File: config.mk
export PLATFORM = sky130hd
export DESIGN_NAME = yolo_isif_src
export DESIGN_NICKNAME = d
export VERILOG_FILES = /design/src/rtl/yolo_isif_src_pkg.sv /design/src/rtl/yolo_isif_src_fifo.sv /design/src/rtl/yolo_isif_src.sv
export SDC_FILE = /design/constraint.sdc
export NUM_CORES = 1
export LEC_CHECK = 0
export CAP_MARGIN = 20
export CORE_ASPECT_RATIO = 0.7
export CORE_MARGIN = 8
export CORE_UTILIZATION = 60
export DETAILED_ROUTE_END_ITERATION = 7
export PLACE_DENSITY_LB_ADDON = 0.1
export SYNTH_ARGS = -nofsm -noshare
export SYNTH_HDL_FRONTEND = slang
export SYNTH_SLANG_ARGS = --single-unit
File: constraint.sdc
create_clock -name clk -period 14.05 [get_ports clk]
set_input_delay 2.81 -clock clk [delete_from_list [all_inputs] [get_ports clk]]
set_output_delay 2.81 -clock clk [all_outputs]
set_load 0.05 [all_outputs]
File: src/rtl/yolo_isif_src_pkg.sv
`default_nettype none
// +-----------------------------------------------------------------------+
// | yolo_isif_src_pkg : shared widths, entry layout and frame-check codes |
// | Rev 1.0                                                               |
// +-----------------------------------------------------------------------+
package yolo_isif_src_pkg;

  localparam int TBITS_DEF     = 32;
  localparam int TBYTE_DEF     = TBITS_DEF / 8;
  localparam int FRAME_LEN_DEF = 8;   // matches the core's column count

  // FIFO entry is packed as {last, user, strb, data}
  function automatic int entry_w(input int tbits, input int tbyte);
    return tbits + tbyte + 2;
  endfunction

  localparam int ENTRY_W = entry_w(TBITS_DEF, TBYTE_DEF);

  typedef enum logic [1:0] {
    FC_MID   = 2'd0,
    FC_GOOD  = 2'd1,
    FC_SHORT = 2'd2,
    FC_LONG  = 2'd3
  } frame_chk_e;

endpackage
`default_nettype wire

File: src/rtl/yolo_isif_src_fifo.sv
`default_nettype none
// +-----------------------------------------------------------------------+
// | yolo_fwft_fifo : first-word-fall-through FIFO with registered head    |
// | Rev 1.0                                                               |
// +-----------------------------------------------------------------------+
module yolo_fwft_fifo #(
  parameter int WIDTH = 38,
  parameter int DEPTH = 16
) (
  input  logic             clk,
  input  logic             rst,
  input  logic             wr_en,
  input  logic [WIDTH-1:0] wr_data,
  output logic             full,
  input  logic             rd_en,
  output logic [WIDTH-1:0] rd_data,
  output logic             rd_valid
);

  localparam int           AW       = $clog2(DEPTH);
  localparam logic [AW:0]  FULL_CNT = (AW+1)'(DEPTH);

  logic [WIDTH-1:0] mem_q [DEPTH];
  logic [AW-1:0]    wr_ptr_q, wr_ptr_d;
  logic [AW-1:0]    rd_ptr_q, rd_ptr_d;
  logic [AW:0]      count_q, count_d;
  logic [WIDTH-1:0] head_q, head_d;
  logic             valid_q, valid_d;
  logic             pop;

  always_comb begin
    pop      = rd_en && valid_q;
    wr_ptr_d = wr_ptr_q;
    rd_ptr_d = rd_ptr_q;
    count_d  = count_q;
    if (wr_en) wr_ptr_d = wr_ptr_q + 1'b1;
    if (pop)   rd_ptr_d = rd_ptr_q + 1'b1;
    if (wr_en && !pop)      count_d = count_q + 1'b1;
    else if (!wr_en && pop) count_d = count_q - 1'b1;

    // Head after this edge: the beat being written bypasses storage when it
    // is about to become the only entry, so there is never a bubble.
    valid_d = (count_d != '0);
    head_d  = '0;
    if (valid_d) begin
      if (wr_en && (rd_ptr_d == wr_ptr_q)) head_d = wr_data;
      else                                 head_d = mem_q[rd_ptr_d];
    end
  end

  always_ff @(posedge clk) begin
    if (wr_en) mem_q[wr_ptr_q] <= wr_data;
  end

  always_ff @(posedge clk) begin
    if (rst) begin
      wr_ptr_q <= '0;
      rd_ptr_q <= '0;
      count_q  <= '0;
      head_q   <= '0;
      valid_q  <= 1'b0;
    end else begin
      wr_ptr_q <= wr_ptr_d;
      rd_ptr_q <= rd_ptr_d;
      count_q  <= count_d;
      head_q   <= head_d;
      valid_q  <= valid_d;
    end
  end

  assign full     = (count_q == FULL_CNT);
  assign rd_data  = head_q;
  assign rd_valid = valid_q;

endmodule
`default_nettype wire

File: src/rtl/yolo_isif_src.sv
`default_nettype none
// +-----------------------------------------------------------------------+
// | yolo_isif_src : AXI-Stream to isif FIFO-read bridge with frame check  |
// | Rev 1.0                                                               |
// +-----------------------------------------------------------------------+
module yolo_isif_src
  import yolo_isif_src_pkg::*;
#(
  parameter int TBITS     = TBITS_DEF,
  parameter int TBYTE     = TBYTE_DEF,
  parameter int DEPTH     = 16,
  parameter int FRAME_LEN = FRAME_LEN_DEF
) (
  input  logic             clk,
  input  logic             rst,
  input  logic [TBITS-1:0] s_axis_tdata,
  input  logic [TBYTE-1:0] s_axis_tkeep,
  input  logic             s_axis_tlast,
  input  logic             s_axis_tuser,
  input  logic             s_axis_tvalid,
  output logic             s_axis_tready,
  output logic [TBITS-1:0] isif_data_dout,
  output logic [TBYTE-1:0] isif_strb_dout,
  output logic             isif_last_dout,
  output logic             isif_user_dout,
  output logic             isif_empty_n,
  input  logic             isif_read,
  output logic             frame_err,
  output logic [15:0]      frame_cnt
);

  localparam int            EW        = entry_w(TBITS, TBYTE);
  localparam int            BW        = $clog2(FRAME_LEN);
  localparam logic [BW-1:0] LAST_BEAT = BW'(FRAME_LEN - 1);

  logic          fifo_full;
  logic          push;
  logic [EW-1:0] wr_entry;
  logic [EW-1:0] head_entry;

  logic [BW-1:0] beat_cnt_q, beat_cnt_d;
  logic          frame_err_q, frame_err_d;
  logic [15:0]   frame_cnt_q, frame_cnt_d;
  frame_chk_e    chk;

  // tready depends only on registered fill level, never on isif_read
  assign s_axis_tready = !fifo_full && !rst;
  assign push          = s_axis_tvalid && s_axis_tready;
  assign wr_entry      = {s_axis_tlast, s_axis_tuser, s_axis_tkeep, s_axis_tdata};

  yolo_fwft_fifo #(
    .WIDTH (EW),
    .DEPTH (DEPTH)
  ) u_fifo (
    .clk      (clk),
    .rst      (rst),
    .wr_en    (push),
    .wr_data  (wr_entry),
    .full     (fifo_full),
    .rd_en    (isif_read),
    .rd_data  (head_entry),
    .rd_valid (isif_empty_n)
  );

  assign {isif_last_dout, isif_user_dout, isif_strb_dout, isif_data_dout} = head_entry;

  always_comb begin
    chk = FC_MID;
    if (s_axis_tlast) chk = (beat_cnt_q == LAST_BEAT) ? FC_GOOD : FC_SHORT;
    else if (beat_cnt_q == LAST_BEAT) chk = FC_LONG;

    beat_cnt_d  = beat_cnt_q;
    frame_err_d = frame_err_q;
    frame_cnt_d = frame_cnt_q;
    if (push) begin
      case (chk)
        FC_GOOD: begin
          beat_cnt_d  = '0;
          frame_cnt_d = frame_cnt_q + 16'd1;
        end
        FC_SHORT, FC_LONG: begin
          beat_cnt_d  = '0;
          frame_err_d = 1'b1;
        end
        default: beat_cnt_d = beat_cnt_q + 1'b1;
      endcase
    end
  end

  always_ff @(posedge clk) begin
    if (rst) begin
      beat_cnt_q  <= '0;
      frame_err_q <= 1'b0;
      frame_cnt_q <= '0;
    end else begin
      beat_cnt_q  <= beat_cnt_d;
      frame_err_q <= frame_err_d;
      frame_cnt_q <= frame_cnt_d;
    end
  end

  assign frame_err = frame_err_q;
  assign frame_cnt = frame_cnt_q;

endmodule
`default_nettype wire

==> results.cfg, run 1 <==
[clock_network]
clockBufferDepth = 3
cts_root_buf = clkbuf_16
insertion_delay_ns = 0.61
cts_resized = 0
cts_tree = yes
numCtsBuffers = 66
cts_hold_buf = 0
postCtsSetupBuffers = 0
cts.sinks = 680
clk_pin_slew_ns = 0.05
cts-htree-levels = 3

[pwr]
p_total_uw = 5600
powerDensity_nw_per_um2 = 175
ir_worst_vdd_mv = 0.134
p_leak_uw = 0.0102

[sta]
setup_viol = 0
tightestPinTransition_ns = 1.14
max_freq_mhz = 138
drv_slew = 0
relSlewSlack_pct = 24.1
tns_ns = 0
fin_crit_ns = 7.23
fin_skew_ns = 0.0212
hold_viol_final = 0
timing.hold.ws_ns = 0.464
fin_crit_sh_pct = 51.4
grt_setup_unrepaired = no

[floorplan]
die-height_um = 199
core_area_um2 = 47400
die_area_um2 = 54900
io_pins = 99
start_util_pct = 60.2
die_w_um = 277
rows = 67

[layout]
antenna_cells = 0
areaGrowthSynthToFinish_pct = 12.0
fin_nets = 2113
final_cells = 2730
utilization_pct = 67.4
drive_gt1_share_pct = 9.63

[route]
ant_nets = 0
drtPass1Iterations = 5
met3RoutedLength_um = 7990
met1_length_um = 31700
routed-wl-met2_um = 33600
routed.top_layer = met4
viasPerCell = 6.84
drcViolationCount = 0
wl_per_cell_um = 27.5
routed-via-count = 18700
drt-initial-drc-count = 2304
finalWirelength_um = 75100

[global_routing]
grt_pass1_wl_um = 113000
grt_usage_pct = 26.8
grt_overflow = 0
grt_pass1_vias = 18600
grt_max_degree = 94
antenna_found_initial = 0

[critical_path]
critPathCaptureType = output pin
path_class = in2out
startpoint_type = input pin
crit_required_ns = 11.24
path_max_fanout = 32
cp.arrival_ns = 4.42

[yosys]
seq_area_frac_synth_pct = 69.0
syn-instance-count = 2014
ys_warn_count = 0
syn_area_um2 = 28600
ys_ff_latch = 680
yosys.area.top_type_share_pct = 63.9
synth_area_per_cell_um2 = 14.2
async_flop_share_pct = 0
yosysTopAreaCell = edfxtp_1
synth.most_common_cell = edfxtp_1
synth-edff-count = 608
synth_ff_type = edfxtp_1
synth.area.top_cells = edfxtp_1, dfxtp_1, nand3_1, mux4_2, mux2i_1
synth.net_count = 2068
yosys-top-cells-count = edfxtp_1, nand3_1, nand2_1
yosysUniqueCellTypes = 61

[placement]
place.gp.congestion = 0.786
hpwl_um = 37800
io_buffers = 98
dp_cells = 2612

[hold_path]
min_path_type = reg2reg

[outcome]
outcome = finished clean

[flow_run]
maxCapViolations = 0
-- cell usage in the layout, fill, tap and decap left out, drive strengths merged, types with 31 or more instances in the layout --
master / instances
a31oi: 42
mux2i: 91
nand2: 157
o22ai: 36
mux4: 42
clkdlybuf4s50: 98
a21oi: 56
and3: 88
a41oi: 44
a2111oi: 34
buf: 39
a211o: 31
dfxtp: 72
nor2: 67
clkbuf: 95
edfxtp: 608
nand3: 212
nor3: 42
-- stage by stage --
step           worst slack, ns  area (um2)
2_1_floorplan             7.26       28600
3_3_place_gp              6.85       30000
3_5_place_dp              6.80       30000
4_1_cts                   6.80       32000
5_1_grt                   6.75       32000
6_report                  6.82       32000
-- report_power, final --
| group | total (uW) | internal, uW | leakage, uW | switching, uW |
|---|---|---|---|---|
| clock | 1660 | 918 | 0.000957 | 741 |
| sequential | 2340 | 2280 | 0.00607 | 58.3 |
| combinational | 1600 | 522 | 0.00320 | 1080 |
| total | 5600 | 3720 | 0.0102 | 1880 |
-- worst max-delay path, cell delays in order --
cell	delay [ns]
clkdlybuf4s50_1	0.40
buf_4	0.24
nor2_1	0.15
clkdlybuf4s50_1	0.82
-- kinds of logic after synthesis --
logic type / count (synthesis) / synth area share [%]
AO/OA/AOI/OAI: 348 / 8.76
flip-flops: 680 / 69.0
buffers and inverters: 178 / 3.03
multiplexers: 134 / 6.54
adder cells (fa/ha/maj): 14 / 0.596
AND/OR/NAND/NOR: 632 / 11.1
XOR/XNOR: 28 / 0.951
-- sequential cells by signal, summed over array words and instances (netlist names) --
register / count
beat_cnt_q: 3
frame_cnt: 16
frame_err: 1
u_fifo.count_q: 5
u_fifo.mem_q: 608
u_fifo.rd_data: 38
u_fifo.rd_ptr_q: 4
u_fifo.rd_valid: 1
u_fifo.wr_ptr_q: 4
-- routing by layer --
layer  up-vias  global-route usage, %
met5         -                      0
met2      1149                   41.6
met4         0                   8.25
met1      9332                   38.4
li1       8043                      -
met3       143                   5.61
-- area by class of cell --
type	instances	area, um2
repair buffers	137	1290
multi-input cells	1156	8160
fillers	3254	15500
clock inverters	23	175
well taps	621	777
flip-flops and latches	680	19700
clock buffers	95	1800
inverters	18	67.6
-- final timing paths --
path,endpoint,slack [ns],start,depth (start not counted)
worst max-delay path,s_axis_tready,6.82,rst,4
worst min-delay path,beat_cnt_q[2],0.46,beat_cnt_q[2],2
worst max register to register,u_fifo.rd_data[6],8.80,u_fifo.rd_ptr_q[1],10
worst min register to register,beat_cnt_q[2],0.46,beat_cnt_q[2],2
No activity file was read; power rests on OpenSTA's default activity.
==> run 2, diff against run 1 <==
- clock period: 14.05 -> 6.9 ns (I/O delays scaled with it)
==> results.cfg, run 2 (synthesis gave the netlist of run 1 again) <==
[critical_path]
crit_required_ns = 7.37
slowest_delay_ns = 0.84
path_class = in2reg
cp.arrival_ns = 5.33
startpoint_type = input pin
path_max_fanout = 69
path_cells = clkdlybuf4s50_1 -> nand3_2 -> nand2_8 -> buf_4 -> mux4_2 -> a22oi_1 -> and4_1 -> nor3_1
cpMaxStageDelayCell = nand2_8
critPathCaptureType = flop

[placement]
hpwl_um = 40400
place.gp.congestion = 0.770
place_area_um2 = 30100
io_buffers = 98
dp_cells = 2626

[layout]
layout_commonest_cell = edfxtp_1
antenna_cells = 0
top_register = u_fifo.mem_q
areaGrowthSynthToFinish_pct = 12.5
fin_nets = 2123
final_cell_mix = edfxtp_1, nand3_1, nand2_1
drive_gt1_share_pct = 10.3
largest_reg_flops = 608
final_cells = 2742
stdcell_area_um2 = 32100

[sta]
fin_crit_ns = 4.86
relSlewSlack_pct = 24.5
fin_crit_sh_pct = 70.4
tns_ns = 0
fin_skew_ns = 0.0116
hold_viol_final = 0
setup_viol = 0
max_freq_mhz = 206
grt_setup_unrepaired = no
tightestPinTransition_ns = 1.13
drv_slew = 0

[route]
routed-via-count = 18600
ant_nets = 0
finalWirelength_um = 74200
wl_per_cell_um = 27.1
met1_length_um = 31700
routed-wl-met2_um = 33500
met3RoutedLength_um = 7540
viasPerCell = 6.78
drtPass1Iterations = 5
routed.top_layer = met5
drt-initial-drc-count = 2401
drcViolationCount = 0

[floorplan]
die_w_um = 277
rows = 67
start_util_pct = 60.2
die_area_um2 = 54900
core_area_um2 = 47400
die-height_um = 199
io_pins = 99

[clock_network]
numCtsBuffers = 61
cts_root_buf = clkbuf_16
insertion_delay_ns = 0.61
cts-htree-levels = 2
cts_tree = yes
cts_resized = 0
postCtsSetupBuffers = 0
clk_pin_slew_ns = 0.06
cts.sinks = 680
clockBufferDepth = 3
cts_hold_buf = 0

[global_routing]
antenna_found_initial = 1
grt_overflow = 0
grt_pass1_vias = 18400
grt_usage_pct = 26.4
grt_max_degree = 90
grt_pass1_wl_um = 112000

[pwr]
power_frac_seq_pct = 42.2
p_int_uw = 7630
p_leak_uw = 0.0103
ir_worst_vdd_mv = 0.308
pwr-share-comb_pct = 28.3
switchingPower_uw = 3770
switching_share_pct = 33.1
power_frac_clock_pct = 29.5
powerDensity_nw_per_um2 = 355

[hold_path]
min_path_type = reg2reg

[flow_run]
maxCapViolations = 0

[outcome]
outcome = finished clean
run 2: changes by cell type in the layout (fill, tap and decap cells not counted), sizes merged:
cell	before	now
buf	39	54
bufinv	1	6
clkbuf	95	83
clkinv	16	23
inv	23	20
run 2: power by group through the flow:
stage	Clock (uW)	Sequential [uW]	Combinational [uW]
2_1_floorplan	0	5200	1920
3_3_place_gp	0	4890	3120
3_5_place_dp	0	4900	3180
4_1_cts	3390	4810	3190
5_1_grt	3550	4820	3440
6_report	3360	4810	3230
run 2: worst paths after layout:
| check | end | start | cells past startpoint | slack [ns] |
|---|---|---|---|---|
| max | u_fifo.rd_data[1] | isif_read | 8 | 2.04 |
| min | beat_cnt_q[1] | beat_cnt_q[1] | 2 | 0.47 |
| min reg2reg | beat_cnt_q[1] | beat_cnt_q[1] | 2 | 0.47 |
| max reg2reg | u_fifo.rd_data[1] | u_fifo.rd_ptr_q[0] | 8 | 2.32 |
run 2: area by class of cell:
class	instances	area [um2]
sequential	680	19700
fill	3270	15300
multi-input combinational	1156	8160
clock buffer	83	1650
timing repair buffer	152	1460
tap	621	777
clock inverter	32	303
inverter	18	67.6
run 2: per-stage QoR:
step                      power (uW)  utilization, %  hold WS, ns  setup WS (ns)
final                          11400            67.7        0.471           2.04
after global routing           11800            67.7        0.481           1.91
after CTS                      11400            67.6        0.471           2.13
after detailed placement        8080            63.5        0.455           1.50
after global placement          8020            63.5        0.443           1.59
after floorplan                 7120               -        0.436           1.54
run 2: routing by layer:
layer	global-route usage, %	up-vias
met5	0	-
met4	6.01	2
met3	4.78	126
li1	-	8063
met1	38.9	9350
met2	41.3	1058
run 2: worst max-delay path: cells and delay by family:
| family | cells | cell delay [ns] |
|---|---|---|
| buffers and inverters | 2 | 1.29 |
| AO/OA/AOI/OAI | 1 | 0.19 |
| AND/OR/NAND/NOR | 4 | 1.82 |
| multiplexers | 1 | 0.56 |
